File: src/rtl/mfcc_pkg.sv
// Shared constants and FSM encoding for the MFCC front-end cepstral stage.
// Latency: n/a (package only).
// Backpressure: n/a (package only).
package mfcc_pkg;

  localparam int NUM_FILT = 23;   // log filter-bank entries per frame
  localparam int NUM_CEP  = 13;   // cepstral coefficients per frame
  localparam int FRAC_COS = 14;   // fractional bits of the Q2.14 cosine table

  // Output saturation range (signed Q8.8 result)
  localparam int SAT_W   = 16;
  localparam int SAT_MAX = (2 ** (SAT_W - 1)) - 1;
  localparam int SAT_MIN = -(2 ** (SAT_W - 1));

  typedef enum logic [2:0] {
    IDLE,
    ACC,
    DRAIN,
    OUT,
    FIN
  } state_t;

endpackage

File: src/rtl/dct_cos_rom.sv
// Combinational DCT-II cosine ROM: coef = round(16384*cos(pi*k*(2n+1)/46)), Q2.14.
// Latency: zero cycles, purely combinational on {k, n}.
// Backpressure: none, stateless lookup.
module dct_cos_rom #(
  parameter int CW = 16
) (
  input  logic [3:0]           k,
  input  logic [4:0]           n,
  output logic signed [CW-1:0] coef
);

  // Quarter-wave table: round(16384*cos(pi*i/46)) for i = 0..23.
  // The full 13x23 table is folded onto this by cosine symmetry.
  function automatic logic [14:0] quarter(input logic [4:0] i);
    logic [14:0] v;
    case (i)
      5'd0:    v = 15'd16384;
      5'd1:    v = 15'd16346;
      5'd2:    v = 15'd16231;
      5'd3:    v = 15'd16041;
      5'd4:    v = 15'd15776;
      5'd5:    v = 15'd15438;
      5'd6:    v = 15'd15028;
      5'd7:    v = 15'd14547;
      5'd8:    v = 15'd13999;
      5'd9:    v = 15'd13385;
      5'd10:   v = 15'd12709;
      5'd11:   v = 15'd11974;
      5'd12:   v = 15'd11183;
      5'd13:   v = 15'd10340;
      5'd14:   v = 15'd9448;
      5'd15:   v = 15'd8513;
      5'd16:   v = 15'd7538;
      5'd17:   v = 15'd6527;
      5'd18:   v = 15'd5487;
      5'd19:   v = 15'd4420;
      5'd20:   v = 15'd3333;
      5'd21:   v = 15'd2231;
      5'd22:   v = 15'd1118;
      default: v = 15'd0;
    endcase
    return v;
  endfunction

  logic [9:0]    m;     // phase index k*(2n+1), in units of pi/46
  logic [6:0]    r;     // phase reduced to one period (92 units)
  logic [4:0]    qi;    // quarter-wave table index
  logic          neg;   // result lies in the negative half
  logic [CW-1:0] mag;

  // Reduce the phase to one period and fold it onto the first quadrant
  always_comb begin
    m   = {6'd0, k} * {4'd0, n, 1'b1};
    r   = 7'(m % 10'd92);
    qi  = 5'd0;
    neg = 1'b0;
    if (r <= 7'd23) begin
      qi  = r[4:0];
    end else if (r <= 7'd46) begin
      qi  = 5'(7'd46 - r);
      neg = 1'b1;
    end else if (r <= 7'd69) begin
      qi  = 5'(r - 7'd46);
      neg = 1'b1;
    end else begin
      qi  = 5'(7'd92 - r);
    end
    mag  = CW'(quarter(qi));
    coef = neg ? -mag : mag;
  end

endmodule

File: src/rtl/dct_cepstrum.sv
// Cepstral DCT engine: sweeps the log-energy register file and streams c_0..c_12.
// Latency: 25 cycles per coefficient (23 MAC, 1 drain, 1 output) with ready high.
// Backpressure: cep_ready low holds the output register; accumulator and rf_addr freeze.
module dct_cepstrum #(
  parameter int NUM_FILT = mfcc_pkg::NUM_FILT,
  parameter int NUM_CEP  = mfcc_pkg::NUM_CEP,
  parameter int DW       = 16,
  parameter int CW       = 16,
  parameter int ACCW     = 37
) (
  input  logic          clk,
  input  logic          reset,
  input  logic          start,
  output logic          busy,
  output logic          done,
  output logic [4:0]    rf_addr,
  input  logic [DW-1:0] rf_rdata,
  output logic [DW-1:0] cep_data,
  output logic [3:0]    cep_idx,
  output logic          cep_valid,
  input  logic          cep_ready
);

  import mfcc_pkg::*;

  localparam int PW = DW + CW;
  localparam logic [4:0] N_LAST = 5'(NUM_FILT - 1);
  localparam logic [3:0] K_LAST = 4'(NUM_CEP - 1);
  localparam logic signed [ACCW-1:0] SAT_HI = ACCW'(SAT_MAX);
  localparam logic signed [ACCW-1:0] SAT_LO = ACCW'(SAT_MIN);
  localparam logic signed [ACCW-1:0] RND    = ACCW'(1) <<< (FRAC_COS - 1);

  state_t state, state_nxt;

  logic [3:0]             k;
  logic [4:0]             n;
  logic signed [PW-1:0]   prod;
  logic signed [ACCW-1:0] acc;
  logic signed [ACCW-1:0] acc_final;
  logic signed [ACCW-1:0] rounded;
  logic [DW-1:0]          sat_val;
  logic signed [DW-1:0]   rd_s;
  logic signed [CW-1:0]   coef;

  assign rd_s    = $signed(rf_rdata);
  // n only moves during ACC, so the address naturally holds outside it
  assign rf_addr = n;

  dct_cos_rom #(
    .CW (CW)
  ) u_cos_rom (
    .k    (k),
    .n    (n),
    .coef (coef)
  );

  // State register
  always_ff @(posedge clk) begin
    if (reset) state <= IDLE;
    else       state <= state_nxt;
  end

  // Next-state decode and status outputs
  always_comb begin
    state_nxt = state;
    busy      = 1'b0;
    done      = 1'b0;
    case (state)
      IDLE: begin
        if (start) state_nxt = ACC;
      end
      ACC: begin
        busy = 1'b1;
        if (n == N_LAST) state_nxt = DRAIN;
      end
      DRAIN: begin
        busy      = 1'b1;
        state_nxt = OUT;
      end
      OUT: begin
        busy = 1'b1;
        if (cep_ready) state_nxt = (k == K_LAST) ? FIN : ACC;
      end
      FIN: begin
        done      = 1'b1;
        state_nxt = IDLE;
      end
      default: state_nxt = IDLE;
    endcase
  end

  // Fold in the last product, round half-up to Q8.8 and clamp to 16 bits
  always_comb begin
    acc_final = acc + ACCW'(prod);
    rounded   = (acc_final + RND) >>> FRAC_COS;
    if (rounded > SAT_HI)      sat_val = DW'(SAT_MAX);
    else if (rounded < SAT_LO) sat_val = DW'(SAT_MIN);
    else                       sat_val = rounded[DW-1:0];
  end

  // Counters, MAC pipeline (product register then accumulator) and output register
  always_ff @(posedge clk) begin
    if (reset) begin
      k         <= '0;
      n         <= '0;
      prod      <= '0;
      acc       <= '0;
      cep_data  <= '0;
      cep_idx   <= '0;
      cep_valid <= 1'b0;
    end else begin
      case (state)
        IDLE: begin
          if (start) begin
            k    <= '0;
            n    <= '0;
            prod <= '0;
            acc  <= '0;
          end
        end
        ACC: begin
          prod <= PW'(rd_s) * PW'(coef);
          acc  <= acc + ACCW'(prod);
          if (n != N_LAST) n <= n + 5'd1;
        end
        DRAIN: begin
          cep_data  <= sat_val;
          cep_idx   <= k;
          cep_valid <= 1'b1;
        end
        OUT: begin
          if (cep_ready) begin
            cep_valid <= 1'b0;
            if (k != K_LAST) begin
              k    <= k + 4'd1;
              n    <= '0;
              prod <= '0;
              acc  <= '0;
            end
          end
        end
        default: ;
      endcase
    end
  end

endmodule

File: config.mk
export PLATFORM = sky130hd
export DESIGN_NAME = dct_cepstrum
export DESIGN_NICKNAME = d
export VERILOG_FILES = /design/src/rtl/mfcc_pkg.sv /design/src/rtl/dct_cos_rom.sv /design/src/rtl/dct_cepstrum.sv
export SDC_FILE = /design/constraint.sdc
export NUM_CORES = 1
export LEC_CHECK = 0
export CORE_UTILIZATION = 55
export DETAILED_ROUTE_END_ITERATION = 6
export HOLD_SLACK_MARGIN = 0.05
export PLACE_DENSITY_LB_ADDON = 0.08
export SLEW_MARGIN = 20
export SYNTH_ARGS = -nofsm -noshare
export SYNTH_HDL_FRONTEND = slang
export SYNTH_SLANG_ARGS = --single-unit
File: constraint.sdc
create_clock -name clk -period 18.7 [get_ports clk]
set_input_delay 3.74 -clock clk [delete_from_list [all_inputs] [get_ports clk]]
set_output_delay 3.74 -clock clk [all_outputs]
set_load 0.03 [all_outputs]
== Yosys cells after proc, flatten, opt, wreduce, memory -nomap -nowiden ==
Memories as Yosys holds them, arrays and structs flattened.
Cells that the tools add are included.
Word-level totals
  output and inout port bits: 28
  bits of input ports: 20
  word-level logic and storage cells: 83
  flip-flop bits (word level): 102
  bits in read-only memories: 480
  memories: 1
Memories
  (name not given): depth 32, width 15, read ports 1, clocked after Yosys merged registers in 0, write ports 0, RTL line dct_cos_rom.sv:16  | case (i)
Operators by class
  equality and inequality tests: 13
  $lt $le $gt $ge: 5
  multiplexer cells: 35
  divide/modulo/power cells: 1
  reduce and logical (&&, ||, !) cells: 10
  add/sub/neg operators: 8
  multiply operators: 2
Operators with widths (count)
  two-way mux 37 bit: 3
  case mux 37 bit (3 select lines): 1
  two-way mux 32 bit: 3
  case mux 32 bit (3 select lines): 1
  two-way mux 16 bit: 3
  adder 37 x 15 -> 37 bit (second input constant): 1
  adder 37 x 32 -> 37 bit: 1
  two-way mux 5 bit: 7
  multiplier 16 x 16 -> 32 bit: 1
  > comparator 23 x 16 -> 1 bit (second input constant): 1
  < comparator 23 x 16 -> 1 bit (second input constant): 1
  negation 15 -> 16 bit: 1
  case mux 5 bit (3 select lines): 1
  two-way mux 3 bit: 4
  two-way mux 4 bit: 3
  case mux 3 bit (4 select lines): 1
  remainder unit 10 x 7 -> 10 bit (second input constant): 1
  multiplier 4 x 6 -> 10 bit: 1
  != test 2 bit (second input constant): 5
  case mux 4 bit (2 select lines): 1
  AND reduction 4 bit: 2
  less-or-equal comparator 7 x 5 -> 1 bit (second input constant): 1
  less-or-equal comparator 7 x 6 -> 1 bit (second input constant): 1
  less-or-equal comparator 7 bit (second input constant): 1
  21 further kinds: 28

== Logic depth before layout (Yosys ltp) ==
An unclocked memory read counts as a cell.
  depth after elaboration: 11
  gate-level depth with buffers: 76
  mapped depth without buffers: 72

== By module ==
A second synthesis with hierarchy kept.
Unflattened totals
  cells, all modules: 2444
  area, all modules: 20294.5 µm²
Modules (own cells, without submodules)
  dct_cepstrum: area an instance 16615.9 µm², instances 1, cells an instance 1931, sequential area each 2042.0 µm²
  dct_cos_rom: area an instance 3678.5 µm², instances 1, cells an instance 513, sequential area each 0.0 µm²

== Worst setup path before layout ==
OpenSTA, ideal clock, no wires.
  path kind: register to register
  from: register n[0], in the netlist rf_addr[0]
  to: register prod[30]
  stages on the path, launching flop included: 70
  clock period less this slack: 15.557 ns
  arrival: 15.429 ns
  path buffers: 4
  setup slack: 3.143 ns
  data required time: 18.572 ns
  setup time: 0.128 ns
  cell sequence: dfxtp_1 nand2_1 fa_1 fa_1 inv_1 fa_1 a211o_1 and4b_1 or3_1 buf_4 o211ai_1 a32oi_2 a311o_1 o311ai_4 mux2i_1 a31o_1 buf_6 o21bai_1 (+34 left out) inv_1 o21ai_0 a21oi_1 o21ai_0 a21oi_1 o21ai_0 a21oi_1 o21ai_0 a21oi_1 o21ai_0 o41ai_1 o21ai_0 o2111ai_1 nand3_1 o311ai_0 xnor2_1 a22oi_1 nor2_1
Between the ends
  word-level cells in the longest chain between the ends: 11
  elaborated cells on any way between the ends: 19
  those cells by class: 4 x add/sub; 2 x mul; 1 x div; 3 x order compare; 8 x mux; 1 x memory
RTL lines
  start: declaration: RTL line dct_cepstrum.sv:36  | logic [4:0] n;
  start signal: assignment: RTL line dct_cepstrum.sv:124  | if (n != N_LAST) n <= n + 5'd1;
  multiplier 4 x 6 -> 10 bit (*): RTL line dct_cos_rom.sv:53  | m = {6'd0, k} * {4'd0, n, 1'b1};
  remainder unit 10 x 7 -> 10 bit (*): RTL line dct_cos_rom.sv:54  | r = 7'(m % 10'd92);
  less-or-equal comparator 7 bit, or another cell as far along: RTL line dct_cos_rom.sv:62  | end else if (r <= 7'd69) begin
  two-way mux 5 bit: RTL line dct_cos_rom.sv:62
  two-way mux 5 bit: RTL line dct_cos_rom.sv:59  | end else if (r <= 7'd46) begin
  two-way mux 5 bit: RTL line dct_cos_rom.sv:57  | if (r <= 7'd23) begin
  memory (32 x 15 bit)
  negation 15 -> 16 bit: RTL line dct_cos_rom.sv:69  | coef = neg ? -mag : mag;
  two-way mux 16 bit (*): RTL line dct_cos_rom.sv:69
  multiplier 16 x 16 -> 32 bit (*): RTL line dct_cepstrum.sv:122  | prod <= PW'(rd_s) * PW'(coef);
  case mux 32 bit (3 select lines) (*): RTL line dct_cepstrum.sv:112  | case (state)
  end signal: assignment: RTL line dct_cepstrum.sv:122
  end: declaration: RTL line dct_cepstrum.sv:37  | logic signed [PW-1:0] prod;
Every way passes the cells marked *; elsewhere a longest branch is shown, timed or not.
A chain may end at the register's enable or synchronous reset.

== Final worst setup path ==
  from: register k[1]
  to: register prod[29]
Between the ends
  word-level cells in the longest chain between the ends: 11
  elaborated cells on any way between the ends: 22
  those cells by class: 4 x add/sub; 2 x mul; 1 x div; 3 x order compare; 2 x eq/ne; 8 x mux; 1 x reduce/logical; 1 x memory
RTL lines
  start: declaration: RTL line dct_cepstrum.sv:35  | logic [3:0] k;
  start signal: assignment: RTL line dct_cepstrum.sv:135  | k <= k + 4'd1;
  multiplier 4 x 6 -> 10 bit: RTL line dct_cos_rom.sv:53
  remainder unit 10 x 7 -> 10 bit: RTL line dct_cos_rom.sv:54
  less-or-equal comparator 7 bit, or another cell as far along: RTL line dct_cos_rom.sv:62
  two-way mux 5 bit: RTL line dct_cos_rom.sv:62
  two-way mux 5 bit: RTL line dct_cos_rom.sv:59
  two-way mux 5 bit: RTL line dct_cos_rom.sv:57
  memory (32 x 15 bit)
  negation 15 -> 16 bit: RTL line dct_cos_rom.sv:69
  two-way mux 16 bit: RTL line dct_cos_rom.sv:69
  multiplier 16 x 16 -> 32 bit: RTL line dct_cepstrum.sv:122
  case mux 32 bit (3 select lines): RTL line dct_cepstrum.sv:112
Parallel ways exist; a longest one is shown, timed or not.

==> impl_metrics.prom <==
# TYPE chip_impl_metric gauge
chip_impl_metric{name="cts_hold_repair.buffers",unit=""} 0
chip_impl_metric{name="gp_congestion",unit=""} 0.899
chip_impl_metric{name="wl_per_cell",unit="um"} 16.8
chip_impl_metric{name="numPortBuffers",unit=""} 47
chip_impl_metric{name="vias_per_cell",unit=""} 5.71
chip_impl_metric{name="max_cap_viol_count",unit=""} 0
chip_impl_metric{name="timing_hold_violations_final",unit=""} 0
chip_impl_metric{name="irDropWorstVdd",unit="mV"} 0.0383
chip_impl_info{name="crit_path_start_kind",value="flop"} 1
chip_impl_metric{name="finalClockSkew",unit="ps"} 12.9
chip_impl_info{name="min_path_type",value="flop to flop"} 1
chip_impl_metric{name="fin_crit",unit="ps"} 17240
chip_impl_info{name="most_common_cell_after_layout_fill_and_taps_aside",value="inv_1"} 1
chip_impl_metric{name="firstDrtPassIters",unit=""} 5
chip_impl_metric{name="setup_total_negative_slack",unit="ps"} 0
chip_impl_metric{name="cts_sinks",unit=""} 102
chip_impl_metric{name="grt_max_degree",unit=""} 90
chip_impl_metric{name="postSynthNetCount",unit=""} 2652
chip_impl_info{name="cp_slowest_cell",value="fa_1"} 1
chip_impl_metric{name="grt_pass1_vias",unit=""} 15500
chip_impl_metric{name="netlist_instances",unit=""} 2211
chip_impl_metric{name="timing.critical_path.fanout_max",unit=""} 16
chip_impl_metric{name="route.vias.total",unit=""} 15200
chip_impl_metric{name="grt_overflow",unit=""} 0
chip_impl_metric{name="initial_utilization",unit="%"} 56.0
chip_impl_metric{name="slew_viol_final",unit=""} 0
chip_impl_metric{name="fmax",unit="MHz"} 58.0
chip_impl_metric{name="wire_length_of_the_first_global_routing_pass",unit="um"} 78300
chip_impl_metric{name="power.density",unit="nW/um^2"} 25.4
chip_impl_metric{name="worst_relative_slew_slack",unit="%"} 35.5
chip_impl_metric{name="post-place-ws",unit="ps"} 754
chip_impl_metric{name="finalCoreUtilization",unit="%"} 60.1
chip_impl_metric{name="power.leakage",unit="nW"} 9.83
chip_impl_metric{name="critical_path_required",unit="ps"} 18900
chip_impl_info{name="layout.cells.most_common_list",value="inv_1, fa_1, nand2_1"} 1
chip_impl_metric{name="area.growth.synth_to_final",unit="%"} 7.32
chip_impl_metric{name="design.core.area",unit="um^2"} 33500
chip_impl_metric{name="final_nets",unit=""} 2658
chip_impl_metric{name="clock_latency",unit="ps"} 360
chip_impl_metric{name="crit_buf_inv",unit=""} 8
chip_impl_metric{name="ys_seq_elements",unit=""} 102
chip_impl_metric{name="fin_ws",unit="ps"} 1460
chip_impl_metric{name="yosys_warnings",unit=""} 0
chip_impl_metric{name="tightestPinTransition",unit="ps"} 967
chip_impl_info{name="critPathKind",value="flop to flop"} 1
chip_impl_metric{name="dp_cells",unit=""} 2646
chip_impl_metric{name="finalCritPeriodShare",unit="%"} 92.2
chip_impl_info{name="yosys.area.top_type",value="fa_1"} 1
chip_impl_metric{name="synth_sequential_area_ratio",unit="%"} 10.9
chip_impl_metric{name="totalPowerFinal",unit="mW"} 0.511
chip_impl_metric{name="syn-mean-instance-area",unit="um^2"} 8.49
chip_impl_info{name="run_status",value="finished, final reports clean"} 1
chip_impl_metric{name="finalSetupViolations",unit=""} 0
chip_impl_metric{name="final-instance-count-excl-fill",unit=""} 2670
chip_impl_metric{name="placement_rows",unit=""} 67
chip_impl_metric{name="boundaryPins",unit=""} 48
chip_impl_info{name="ys_dominant_reg_cell",value="dfxtp_1"} 1
chip_impl_metric{name="fp.dieH",unit="um"} 187
chip_impl_metric{name="first_iter_violations",unit=""} 980
chip_impl_metric{name="synth_cell_types",unit=""} 102
chip_impl_metric{name="synth_edf_count",unit=""} 0
chip_impl_metric{name="drc",unit=""} 0
chip_impl_metric{name="route.final.wire_length",unit="um"} 45000
chip_impl_metric{name="die-area",unit="um^2"} 34900
chip_impl_info{name="tritoncts",value="built"} 1
chip_impl_metric{name="synth_top_cell_area_share",unit="%"} 29.0
chip_impl_info{name="path_common_cell",value="fa_1"} 1
chip_impl_metric{name="insertedDiodeCount",unit=""} 0
chip_impl_metric{name="post_route_cells_drive_above_1_share",unit="%"} 5.72
chip_impl_info{name="worstSetupEndpointType",value="flop"} 1
chip_impl_metric{name="ctsLongestPathBuffers",unit=""} 2
chip_impl_metric{name="dp_hpwl",unit="um"} 35600
chip_impl_metric{name="cp_data_arrival_time",unit="ps"} 17440
chip_impl_metric{name="syn-cell-area",unit="um^2"} 18800
chip_impl_metric{name="antenna_left",unit=""} 0
chip_impl_metric{name="fillers",unit=""} 3063
chip_impl_info{name="timing.critical_path.max_delay_family",value="compound AO/OA/AOI/OAI gates"} 1
chip_impl_metric{name="maximum_cell_stage_delay_along_the_critical_path",unit="ps"} 560
chip_impl_metric{name="grtUsageTotal",unit="%"} 27.1
chip_impl_metric{name="path_clk_slew",unit="ps"} 80
chip_impl_info{name="yosys-top-cells-area",value="fa_1, dfxtp_1, ha_1"} 1
chip_impl_metric{name="async_flop_share",unit="%"} 0
chip_impl_metric{name="ctsHtreeMaxLevel",unit=""} 3
chip_impl_info{name="ctsRootBufferMaster",value="clkbuf_16"} 1
chip_impl_metric{name="antenna_found_initial",unit=""} 0
chip_impl_metric{name="numCtsBuffers",unit=""} 9
chip_impl_metric{name="die_w",unit="um"} 187
[sequential cells by signal, indices dropped and copies added, names as in the netlist]
register	count
acc	37
cep_valid	1
prod	32
k	4
rf_addr	5
state	3
cep_idx	4
cep_data	16
[synthesized netlist by cell type, types with 8 or more instances]
library cell and n:
a211o_1 9, a211oi_1 8, a21o_1 20, a21oi_1 91, a221o_1 16, a22oi_1 61
a31oi_1 13, and2_1 105, and3_1 28, and3b_1 17, buf_2 8, clkbuf_1 74
dfxtp_1 102, fa_1 272, ha_1 149, inv_1 359, mux2i_1 9, nand2_1 232
nand2b_1 13, nand3_1 28, nand4_1 14, nor2_1 161, nor2b_1 10, nor3_1 25
o211ai_1 18, o21a_1 9, o21ai_0 45, o21ai_1 12, o21bai_1 14, o31ai_1 9
or2_2 9, or3_1 9, xnor2_1 83, xor2_1 24
[where the power goes]
group / total (mW) / switching, mW / internal [mW] / leakage (nW)
Combinational: 0.0802 / 0.0522 / 0.0280 / 8.85
Clock: 0.207 / 0.0883 / 0.119 / 0.155
Sequential: 0.223 / 0.00289 / 0.220 / 0.825
[final timing paths]
| kind | to | cells past startpoint | slack, ps | startpoint |
|---|---|---|---|---|
| setup / recovery | prod[29] | 68 | 1460 | k[1] |
| hold / removal | cep_data[15] | 2 | 460 | cep_data[15] |
| setup reg to reg | prod[29] | 68 | 1460 | k[1] |
| hold reg to reg | cep_data[15] | 2 | 460 | cep_data[15] |
[stage by stage]
| stage | hold slack [ps] | cell area (um^2) |
|---|---|---|
| 2_1_floorplan | 436 | 18800 |
| 3_3_place_gp | 442 | 19700 |
| 3_5_place_dp | 450 | 19700 |
| 4_1_cts | 463 | 20000 |
| 5_1_grt | 474 | 20100 |
| 6_report | 461 | 20100 |
[routing by layer]
metal / up-vias / share of wire (%) / global-route usage, %
met2: 382 / 47 / 44.6
li1: 7303 / - / -
met3: 49 / 4.2 / 2.05
met5: - / 0 / 0
met4: 0 / 1.2 / 5.74
met1: 7515 / 48 / 39.2
[kinds of logic (layout without fill, tap and decap cells)]
logic type	count (synthesis)	in the layout	share of synthesized area [%]
xor gates and xnor gates	109	109	5.23
and+or+nand+nor	692	692	18.2
muxes	15	15	0.953
buffers and inverters	451	461	9.29
adders and majority gates	421	421	38.9
AOI/OAI and AO/OA	421	422	16.5
DFF	102	102	10.9
[worst reg2reg max path: cells and delay by family, from the launching register on]
kind	cells	cell delay (ps)
AOI/OAI and AO/OA	31	7150
adders and majority gates	13	5460
xor gates and xnor gates	3	390
buffers and inverters	8	940
DFF	1	550
muxes	1	400
and+or+nand+nor	12	2220
[layout make-up]
| type | count | area, um^2 | share of cell area [%] |
|---|---|---|---|
| sequential | 102 | 2040 | 10.1 |
| clock buffer | 9 | 225 | 1.12 |
| timing repair buffer | 85 | 751 | 3.73 |
| clock inverter | 7 | 104 | 0.516 |
| multi-input combinational | 1659 | 15100 | 75.0 |
| inverter | 360 | 1350 | 6.71 |
| tap | 448 | 561 | 2.78 |
[timing repair]
item / 4_1_cts / 5_1_grt
setup endpoints to repair: 0 / 13
buffers inserted: 0 / 7
hold endpoints to repair: 0 / 0
gates resized for setup: 0 / 17
No activity file was read; power rests on OpenSTA's default activity.
